--- config.mk ---
export PLATFORM = sky130hd
export DESIGN_NAME = mem_io_bridge
export DESIGN_NICKNAME = d
export VERILOG_FILES = /design/src/rtl/mem_io_bridge.sv
export SDC_FILE = /design/constraint.sdc
export NUM_CORES = 1
export LEC_CHECK = 0
export ABC_AREA = 1
export BUFFER_PORTS_ARGS = -buffer_cell sky130_fd_sc_hd__buf_2
export CAP_MARGIN = 10
export CORE_AREA = 2 2 227 162
export DETAILED_ROUTE_END_ITERATION = 6
export DIE_AREA = 0 0 229 164
export SYNTH_ARGS = -nofsm -noshare
export SYNTH_HDL_FRONTEND = slang
export SYNTH_SLANG_ARGS = --single-unit
--- constraint.sdc ---
create_clock -name clk_in -period 3.6 [get_ports clk_in]
set_input_delay 0 -clock clk_in [delete_from_list [all_inputs] [get_ports clk_in]]
set_output_delay 0 -clock clk_in [all_outputs]
set_load 0.02 [all_outputs]
--- src/rtl/mem_io_bridge.sv ---
// CPU memory-port decoder: routes byte accesses to RAM or to memory-mapped I/O
// (UART TX/RX FIFOs, cycle counter snapshot, program-stop flag) with 1-cycle read latency.
module mem_io_bridge #(
    parameter int TX_DEPTH = 8,
    parameter int RX_DEPTH = 8
) (
    input  logic        clk_in,
    input  logic        rst_in,
    input  logic        rdy_in,
    input  logic [31:0] cpu_a,
    input  logic [7:0]  cpu_dout,
    input  logic        cpu_wr,
    output logic [7:0]  cpu_din,
    output logic        io_buffer_full,
    output logic [16:0] ram_a,
    output logic [7:0]  ram_dout,
    output logic        ram_we,
    input  logic [7:0]  ram_din,
    output logic [7:0]  tx_data,
    output logic        tx_valid,
    input  logic        tx_ready,
    input  logic [7:0]  rx_data,
    input  logic        rx_valid,
    output logic        rx_ready,
    output logic        prog_done,
    output logic        tx_overflow
);
    localparam int TXW = $clog2(TX_DEPTH);
    localparam int RXW = $clog2(RX_DEPTH);
    localparam logic [TXW:0] TX_FULL = (TXW+1)'(TX_DEPTH);
    localparam logic [TXW:0] TX_HIGH = (TXW+1)'(TX_DEPTH - 1);
    localparam logic [RXW:0] RX_FULL = (RXW+1)'(RX_DEPTH);

    logic       io;
    logic [2:0] off;
    logic       unused_addr_bits;

    assign io               = (cpu_a[17:16] == 2'b11);
    assign off              = cpu_a[2:0];
    assign unused_addr_bits = ^{cpu_a[31:18], cpu_a[15:3]};

    assign ram_a    = cpu_a[16:0];
    assign ram_dout = cpu_dout;
    assign ram_we   = cpu_wr & ~io & rdy_in;

    // CPU-side I/O strobes; all gated by rdy_in
    logic io_rd, rx_rd, snap_rd, io_wr, stop_wr, tx_push_req;
    logic [7:0] tx_push_byte;

    assign io_rd        = rdy_in & io & ~cpu_wr;
    assign rx_rd        = io_rd & (off == 3'd0);
    assign snap_rd      = io_rd & (off == 3'd4);
    assign io_wr        = rdy_in & io & cpu_wr & ~prog_done;
    assign stop_wr      = io_wr & (off == 3'd4);
    assign tx_push_req  = stop_wr | (io_wr & (off == 3'd0) & (cpu_dout != 8'h00));
    assign tx_push_byte = stop_wr ? 8'h00 : cpu_dout;

    // TX FIFO
    logic [7:0]     tx_mem [TX_DEPTH];
    logic [TXW-1:0] tx_wp, tx_rp;
    logic [TXW:0]   tx_cnt;
    logic           tx_pop, tx_push;

    assign tx_valid       = (tx_cnt != '0);
    assign tx_data        = tx_mem[tx_rp];
    assign tx_pop         = tx_valid & tx_ready;
    assign tx_push        = tx_push_req & ((tx_cnt != TX_FULL) | tx_pop);
    assign io_buffer_full = (tx_cnt >= TX_HIGH);

    always_ff @(posedge clk_in or posedge rst_in) begin
        if (rst_in) begin
            tx_wp       <= '0;
            tx_rp       <= '0;
            tx_cnt      <= '0;
            tx_overflow <= 1'b0;
        end else begin
            if (tx_push) tx_wp <= tx_wp + 1'b1;
            if (tx_pop)  tx_rp <= tx_rp + 1'b1;
            tx_cnt <= tx_cnt + (TXW+1)'(tx_push) - (TXW+1)'(tx_pop);
            if (tx_push_req & ~tx_push) tx_overflow <= 1'b1;
        end
    end

    // At full with a pop, wp == rp: the head is read out before the slot is rewritten
    always_ff @(posedge clk_in) begin
        if (tx_push) tx_mem[tx_wp] <= tx_push_byte;
    end

    // RX FIFO
    logic [7:0]     rx_mem [RX_DEPTH];
    logic [RXW-1:0] rx_wp, rx_rp;
    logic [RXW:0]   rx_cnt;
    logic           rx_push, rx_pop;

    assign rx_ready = ~rst_in & (rx_cnt != RX_FULL);
    assign rx_push  = rx_valid & rx_ready;
    assign rx_pop   = rx_rd & (rx_cnt != '0);

    always_ff @(posedge clk_in or posedge rst_in) begin
        if (rst_in) begin
            rx_wp  <= '0;
            rx_rp  <= '0;
            rx_cnt <= '0;
        end else begin
            if (rx_push) rx_wp <= rx_wp + 1'b1;
            if (rx_pop)  rx_rp <= rx_rp + 1'b1;
            rx_cnt <= rx_cnt + (RXW+1)'(rx_push) - (RXW+1)'(rx_pop);
        end
    end

    always_ff @(posedge clk_in) begin
        if (rx_push) rx_mem[rx_wp] <= rx_data;
    end

    // CPU-side registers
    logic [4:0]  sel_q;
    logic [7:0]  rx_q;
    logic [31:0] snap, cycle_cnt;

    always_ff @(posedge clk_in or posedge rst_in) begin
        if (rst_in) begin
            sel_q     <= '0;
            rx_q      <= '0;
            snap      <= '0;
            cycle_cnt <= '0;
            prog_done <= 1'b0;
        end else if (rdy_in) begin
            sel_q     <= {io, off, cpu_wr};
            cycle_cnt <= cycle_cnt + 32'd1;
            if (rx_rd)   rx_q <= rx_pop ? rx_mem[rx_rp] : 8'h00;
            if (snap_rd) snap <= cycle_cnt;
            if (stop_wr) prog_done <= 1'b1;
        end
    end

    logic       sel_io, sel_wr;
    logic [2:0] sel_off;

    assign {sel_io, sel_off, sel_wr} = sel_q;

    always_comb begin
        cpu_din = 8'h00;
        if (!sel_wr) begin
            if (!sel_io) begin
                cpu_din = ram_din;
            end else begin
                case (sel_off)
                    3'd0:    cpu_din = rx_q;
                    3'd4:    cpu_din = snap[7:0];
                    3'd5:    cpu_din = snap[15:8];
                    3'd6:    cpu_din = snap[23:16];
                    3'd7:    cpu_din = snap[31:24];
                    default: cpu_din = 8'h00;
                endcase
            end
        end
    end

endmodule

* Word level (Yosys, flattened, before mapping)
Memories as Yosys holds them, arrays and structs flattened.
Cells that the tools add are included.
** Storage, ports and cells
- Word-level logic and storage cells :: 73
- Memories kept :: 2
- Bits of input ports :: 62
- Register bits :: 99
- Output and inout bits :: 47
- RAM bits :: 128
** Memories
- rx_mem :: depth 8, bits a word 8, rd ports 1, clocked after memory_dff 0, write ports 1, RTL line 90 : logic [7:0] rx_mem [RX_DEPTH];
- tx_mem :: depth 8, bits a word 8, rd ports 1, clocked after memory_dff 0, write ports 1, RTL line 59 : logic [7:0] tx_mem [TX_DEPTH];
** Operators by class
- Bitwise logic cells :: 24
- Mux-type cells :: 9
- $lt $le $gt $ge :: 1
- Eq/ne operators :: 8
- Add/sub/neg operators :: 9
- Reduce and logical (&&, ||, !) cells :: 8
** Operators by type and width (number)
- $pmux W8 S5 :: 1
- $add A32 B1 Y32 const B :: 1
- $mux W8 :: 4
- $and A1 B1 Y1 :: 17
- $eq A3 B3 Y1 const B :: 5
- $add A3 B1 Y3 const B :: 4
- $add A4 B1 Y4 :: 2
- $ne A4 B4 Y1 const B :: 2
- $reduce_bool A4 Y1 :: 2
- $reduce_bool A8 Y1 :: 1
- $sub A4 B1 Y4 :: 2
- $logic_not A3 Y1 :: 2
- $reduce_and A2 Y1 :: 3
- $not A1 Y1 :: 5
- $ge A4 B3 Y1 const B :: 1
- $mux W1 :: 4
- $eq A2 B2 Y1 const B :: 1
- $or A1 B1 Y1 :: 2

* Depth between registers and ports, before layout
- Word-level depth :: 10
- Depth in mapped cells :: 13
- Depth with buffers taken out :: 12

* Least setup slack after synthesis
Ideal clock, no wire load.
- Kind :: reg-to-reg
- Start :: reg rx_cnt[2]
- End :: reg rx_cnt[2]
- Path buffers :: 0
- Data required time :: 3.477 ns
- Arrival :: 2.404 ns
- Cell stages (with the launch flop) :: 11
- Slack :: 1.073 ns
- Library setup time :: 0.123 ns
- Period minus slack after synthesis :: 2.527 ns
- Cells stage by stage :: dfrtp_1 -> inv_1 -> ha_1 -> a31oi_1 -> nand2_1 -> ha_1 -> inv_1 -> ha_1 -> inv_1 -> fa_1 -> xnor2_1
** On the way
- Cells in the longest elaborated chain, start to end :: 5
- Elaborated cells between the ends (all ways) :: 7
- Those cells by class :: add/sub: 2; eq/ne: 1; bitwise: 3; reduce/logical: 1
** RTL lines
- start, declared :: RTL line 92 : logic [RXW:0] rx_cnt;
- start signal, assigned :: RTL line 107 : rx_cnt <= rx_cnt + (RXW+1)'(rx_push) - (RXW+1)'(rx_pop);
- $ne A4 B4 Y1 :: RTL line 95 : assign rx_ready = ~rst_in & (rx_cnt != RX_FULL);
- $and A1 B1 Y1 :: RTL line 95
- via rx_ready :: RTL line 24 : output logic rx_ready,
- $and A1 B1 Y1 :: RTL line 96 : assign rx_push = rx_valid & rx_ready;
- $add A4 B1 Y4 :: RTL line 107
- $sub A4 B1 Y4 :: RTL line 107
The timed path passes the listed nets, and every way through them passes these cells.
A chain may end at the register's enable or synchronous reset.

* Worst setup path after layout
- Start :: reg sel_q[2]
- End :: out cpu_din[2]
** On the way
- Cells in the longest elaborated chain, start to end :: 4
- Elaborated cells between the ends (all ways) :: 8
- Those cells by class :: eq/ne: 4; mux: 3; reduce/logical: 1
** RTL lines
- start, declared :: RTL line 116 : logic [4:0] sel_q;
- start signal, assigned :: RTL line 128 : sel_q <= {io, off, cpu_wr};
- $eq A3 B3 Y1 or $logic_not A3 Y1 (tied branches) :: RTL line 147 : case (sel_off)
- $pmux W8 S5 * :: RTL line 147
- $mux W8 * :: RTL line 144 : if (!sel_io) begin
- $mux W8 * :: RTL line 143 : if (!sel_wr) begin
- end, declared :: RTL line 13 : output logic [7:0] cpu_din,
Mark *: on every way between the ends. The rest lies on a longest branch, timed or not.

==> summary.md <==
| Metric | Value |
|---|---|
| Starting density of the core | `approximately 30%` |
| Fill cell count | `roughly 3,600` |
| Clk sink count | `roughly 230` |
| Setup bufs post-CTS | `0` |
| Core Area | `around 35,000 um2` |
| Crit-path cells | `clkinv_1 -> nand4_1 -> nand3_1 -> o21bai_1 -> a21oi_1 -> buf_2` |
| CP arrival | `around 2.5 ns` |
| Max incr delay on CP | `about 0.74 ns` |
| Die W | `roughly 230 um` |
| DP Worst Slack | `between 1 and 1.5 ns` |
| Type of the worst min-delay path | `in2out` |
| Crit share post-route | `70.2%` |
| Clock buffer depth | `3` |
| WL/cell | `14.8 um` |
| WS Path Type | `reg2out` |
| Pint | `5.16 mW` |
| Clock skew | `around 0.011 ns` |
| Seq pwr share | `a little over two fifths` |
| GPL Wtd Cong | `between 0.7 and 0.8` |
| VDD IR max | `0.000278 V` |
| Ant diodes | `0` |
| IO Pins | `109` |
| Final Hold Fails | `0` |
| Clock transition at the registers of the reported paths | `0.06 ns` |
| Layout cells sized above 1 | `12.0%` |
| Area grow syn2layout | `17.0%` |
| Synth Area per Inst | `roughly 9.9 um2` |
| Row cnt | `58` |
| Relative slew slack | `a little under a third` |
| Pre-antenna DRT Iters | `4` |
| DRC viols | `0` |
| Synth Net Count | `around 1,100` |
| Reg area | `between 6000 and 7000 um2` |
| Synth area leader | `edfxtp_1` |
| Crit. End Element | `primary output` |
| Post-Syn Area | `~10,000 um2` |
| Crit-path max FO | `17` |
| Post-route setup slack | `1.07 ns` |
| DRT iter0 DRCs | `475` |
| Worst Path Required | `3.60 ns` |
| Overall die area | `about 38,000 um2` |
| Startpoint Class | `register` |
| NetSw | `~2.5 mW` |
| Yosys cell types | `34` |
| CP max stage cell | `dfrtp_1` |
| Cts bufs inserted | `23` |
| Top cell type's share of synthesized area | `between 30% and 40%` |
| Final setup fails | `0` |
| Clk root buf | `clkbuf_16` |
| Total GRT Usage | `approximately an eighth` |
| Clock power share | `between 30% and 40%` |
| Die span in y | `around 160 um` |
| Detail Placement HPWL | `roughly 16 mm` |
| Area post-placement | `around 11,000 um2` |
| Outcome | `finished, final reports clean` |
| Total number of vias | `around 7,400` |
| Unrepaired setup endpoints after global routing | `no` |
| Fin crit period | `around 2.5 ns` |
| Routed wire length | `~24 mm` |
| Vias in the first global route | `about 7,200` |
| Pleak | `5.11 nW` |
| Synth Instances | `between 1,000 and 1,500` |
| Switching Share | `32.4%` |
| Comb power frac | `24.4%` |
| Synthesis-stage register bit count | `about 230` |
| Final Cell Area | `between 10,000 and 15,000 um2` |
| Ys Warns | `0` |
| Port buffer count | `just under 70` |
| Ranking of synthesized cells by area | `edfxtp_1 37%, dfrtp_1 24%, nand2_1 6.6%` |
| TNS Setup | `0 ns` |
| Initial antenna violation count | `0` |
| Max-cap viol count | `0` |
| Hold depth | `0` |
| CTS tree | `built` |
| Maximum clock rate | `between 300 and 400 MHz` |
| Sequential element share of the synthesized area | `between 60% and 70%` |
| R2R depth | `7` |
| Cell Pwr Density | `624 nW/um2` |
| Final nets | `~1,200` |
| Largest net degree at the start of global routing | `82` |
| Vias per cell | `4.56` |
| GRT Residual Overflow | `0` |
| Worst skew pair latency | `0.51 ns` |
| H-tree lvl count | `1` |
| Area taken by multi-input logic gates | `between 3000 and 4000 um2` |
| Global-route wire length before repair | `~39 mm` |
| Max Slew Vio Count | `0` |
| Routed Antenna Nets | `0` |
| Actual slew at the worst max-slew pin | `between 1 and 1.5 ns` |
## worst paths after layout
check	startpoint	to	slack (ns)
worst max register to register	tx_cnt[2]	tx_mem[0][1]	1.18
worst min-delay path	cpu_a[8]	ram_a[8]	0.000009
max in group asynchronous	rst_in	snap[12]	2.44
min in group asynchronous	rst_in	rx_wp[0]	0.27
worst min register to register	cycle_cnt[31]	cycle_cnt[31]	0.48
worst max-delay path	sel_q[2]	cpu_din[2]	1.07
## per-stage QoR
| step | instances | utilization (%) | total power, mW | hold slack (ns) |
|---|---|---|---|---|
| after floorplan | 1053 | - | 4.70 | 0.0985 |
| after global placement | 1549 | 31.4 | 5.17 | 0.000137 |
| after detailed placement | 1549 | 31.4 | 5.23 | 0.000137 |
| after CTS | 1624 | 34.5 | 7.73 | 0.000137 |
| after global routing | 1624 | 34.5 | 8.12 | 0.0000316 |
| final | 1624 | 34.5 | 7.63 | 0.00000881 |
## metal layers
layer,track usage [%],part of all wire [%],up-vias
met5,0,0,-
met3,2.81,5.5,47
li1,-,-,3669
met1,17.6,47,3545
met4,3.66,2.7,0
met2,21.1,45,152
## timing repair
action / 4_1_cts / 5_1_grt
resized for setup: 0 / 0
endpoints found under the setup margin: 0 / 0
hold buffers: 34 / 0
endpoints found under the hold margin: 215 / 0
## power by group through the flow
stage          clock network, mW  registers, mW  logic, mW
2_1_floorplan                  0           3.22       1.48
3_3_place_gp                   0           3.36       1.81
3_5_place_dp                   0           3.37       1.86
4_1_cts                     2.51           3.32       1.90
5_1_grt                     2.61           3.36       2.15
6_report                    2.45           3.32       1.86
## cell usage after synthesis (all sizes together)
master / instances
ha: 17
o22ai: 8
xnor2: 5
nor2: 147
o21bai: 10
dfrtp: 99
xor2: 24
mux2i: 8
o21ai: 107
clkbuf: 21
fa: 2
a21oi: 11
a31oi: 1
edfxtp: 128
buf: 44
inv: 91
nor3: 16
nand4: 37
clkinv: 4
nand3: 84
nand2: 189
## cell type report
type | count | share of cell area [%]
inverters | 95 | 2.93
clock buffers | 31 | 5.19
well taps | 480 | 4.91
multi-input cells | 666 | 27.8
flip-flops and latches | 227 | 51.7
repair buffers | 115 | 6.36
clock inverters | 10 | 1.10
## sequential cells by signal (all words and copies together) (netlist names), 4 cells and up
| register | count |
|---|---|
| tx_cnt | 4 |
| cycle_cnt | 32 |
| rx_mem | 64 |
| rx_cnt | 4 |
| rx_q | 8 |
| snap | 32 |
| sel_q | 5 |
| tx_mem | 64 |
## worst max-delay path: cells and delay by family (launching register included)
kind / cells / cell delay [ns]
flops: 1 / 0.74
compound gates: 2 / 0.32
simple gates: 2 / 0.32
buf+inv: 2 / 0.62
## cell usage in the layout (no fill, tap or decap), types with 4 or more instances in the layout
| master | n |
|---|---|
| nand2_1 | 185 |
| o21ai_1 | 5 |
| inv_1 | 87 |
| dlygate4sd3_1 | 34 |
| nor2_1 | 140 |
| dfrtp_1 | 99 |
| clkbuf_1 | 5 |
| xnor2_1 | 5 |
| xor2_1 | 23 |
| nor3_1 | 13 |
| buf_4 | 13 |
| clkinv_1 | 7 |
| o22ai_1 | 8 |
| buf_2 | 68 |
| o21ai_0 | 102 |
| o21bai_1 | 10 |
| nor2_4 | 4 |
| clkbuf_16 | 23 |
| ha_1 | 17 |
| edfxtp_1 | 128 |
| nand4_1 | 36 |
| a21oi_1 | 11 |
| nand2_2 | 4 |
| nand3_1 | 81 |
| mux2i_1 | 8 |
## cells by family (layout without fill, tap and decap cells)
kind of cell,Yosys count,after routing,share of synthesized area [%]
AOI/OAI and AO/OA,137,137,6.90
xor gates and xnor gates,29,29,2.50
adders and majority gates,19,19,2.42
buffers and inverters,160,251,7.00
DFF,227,227,60.4
muxes,8,8,0.766
and+or+nand+nor,473,473,20.0
No activity file was read; power rests on OpenSTA's default activity.
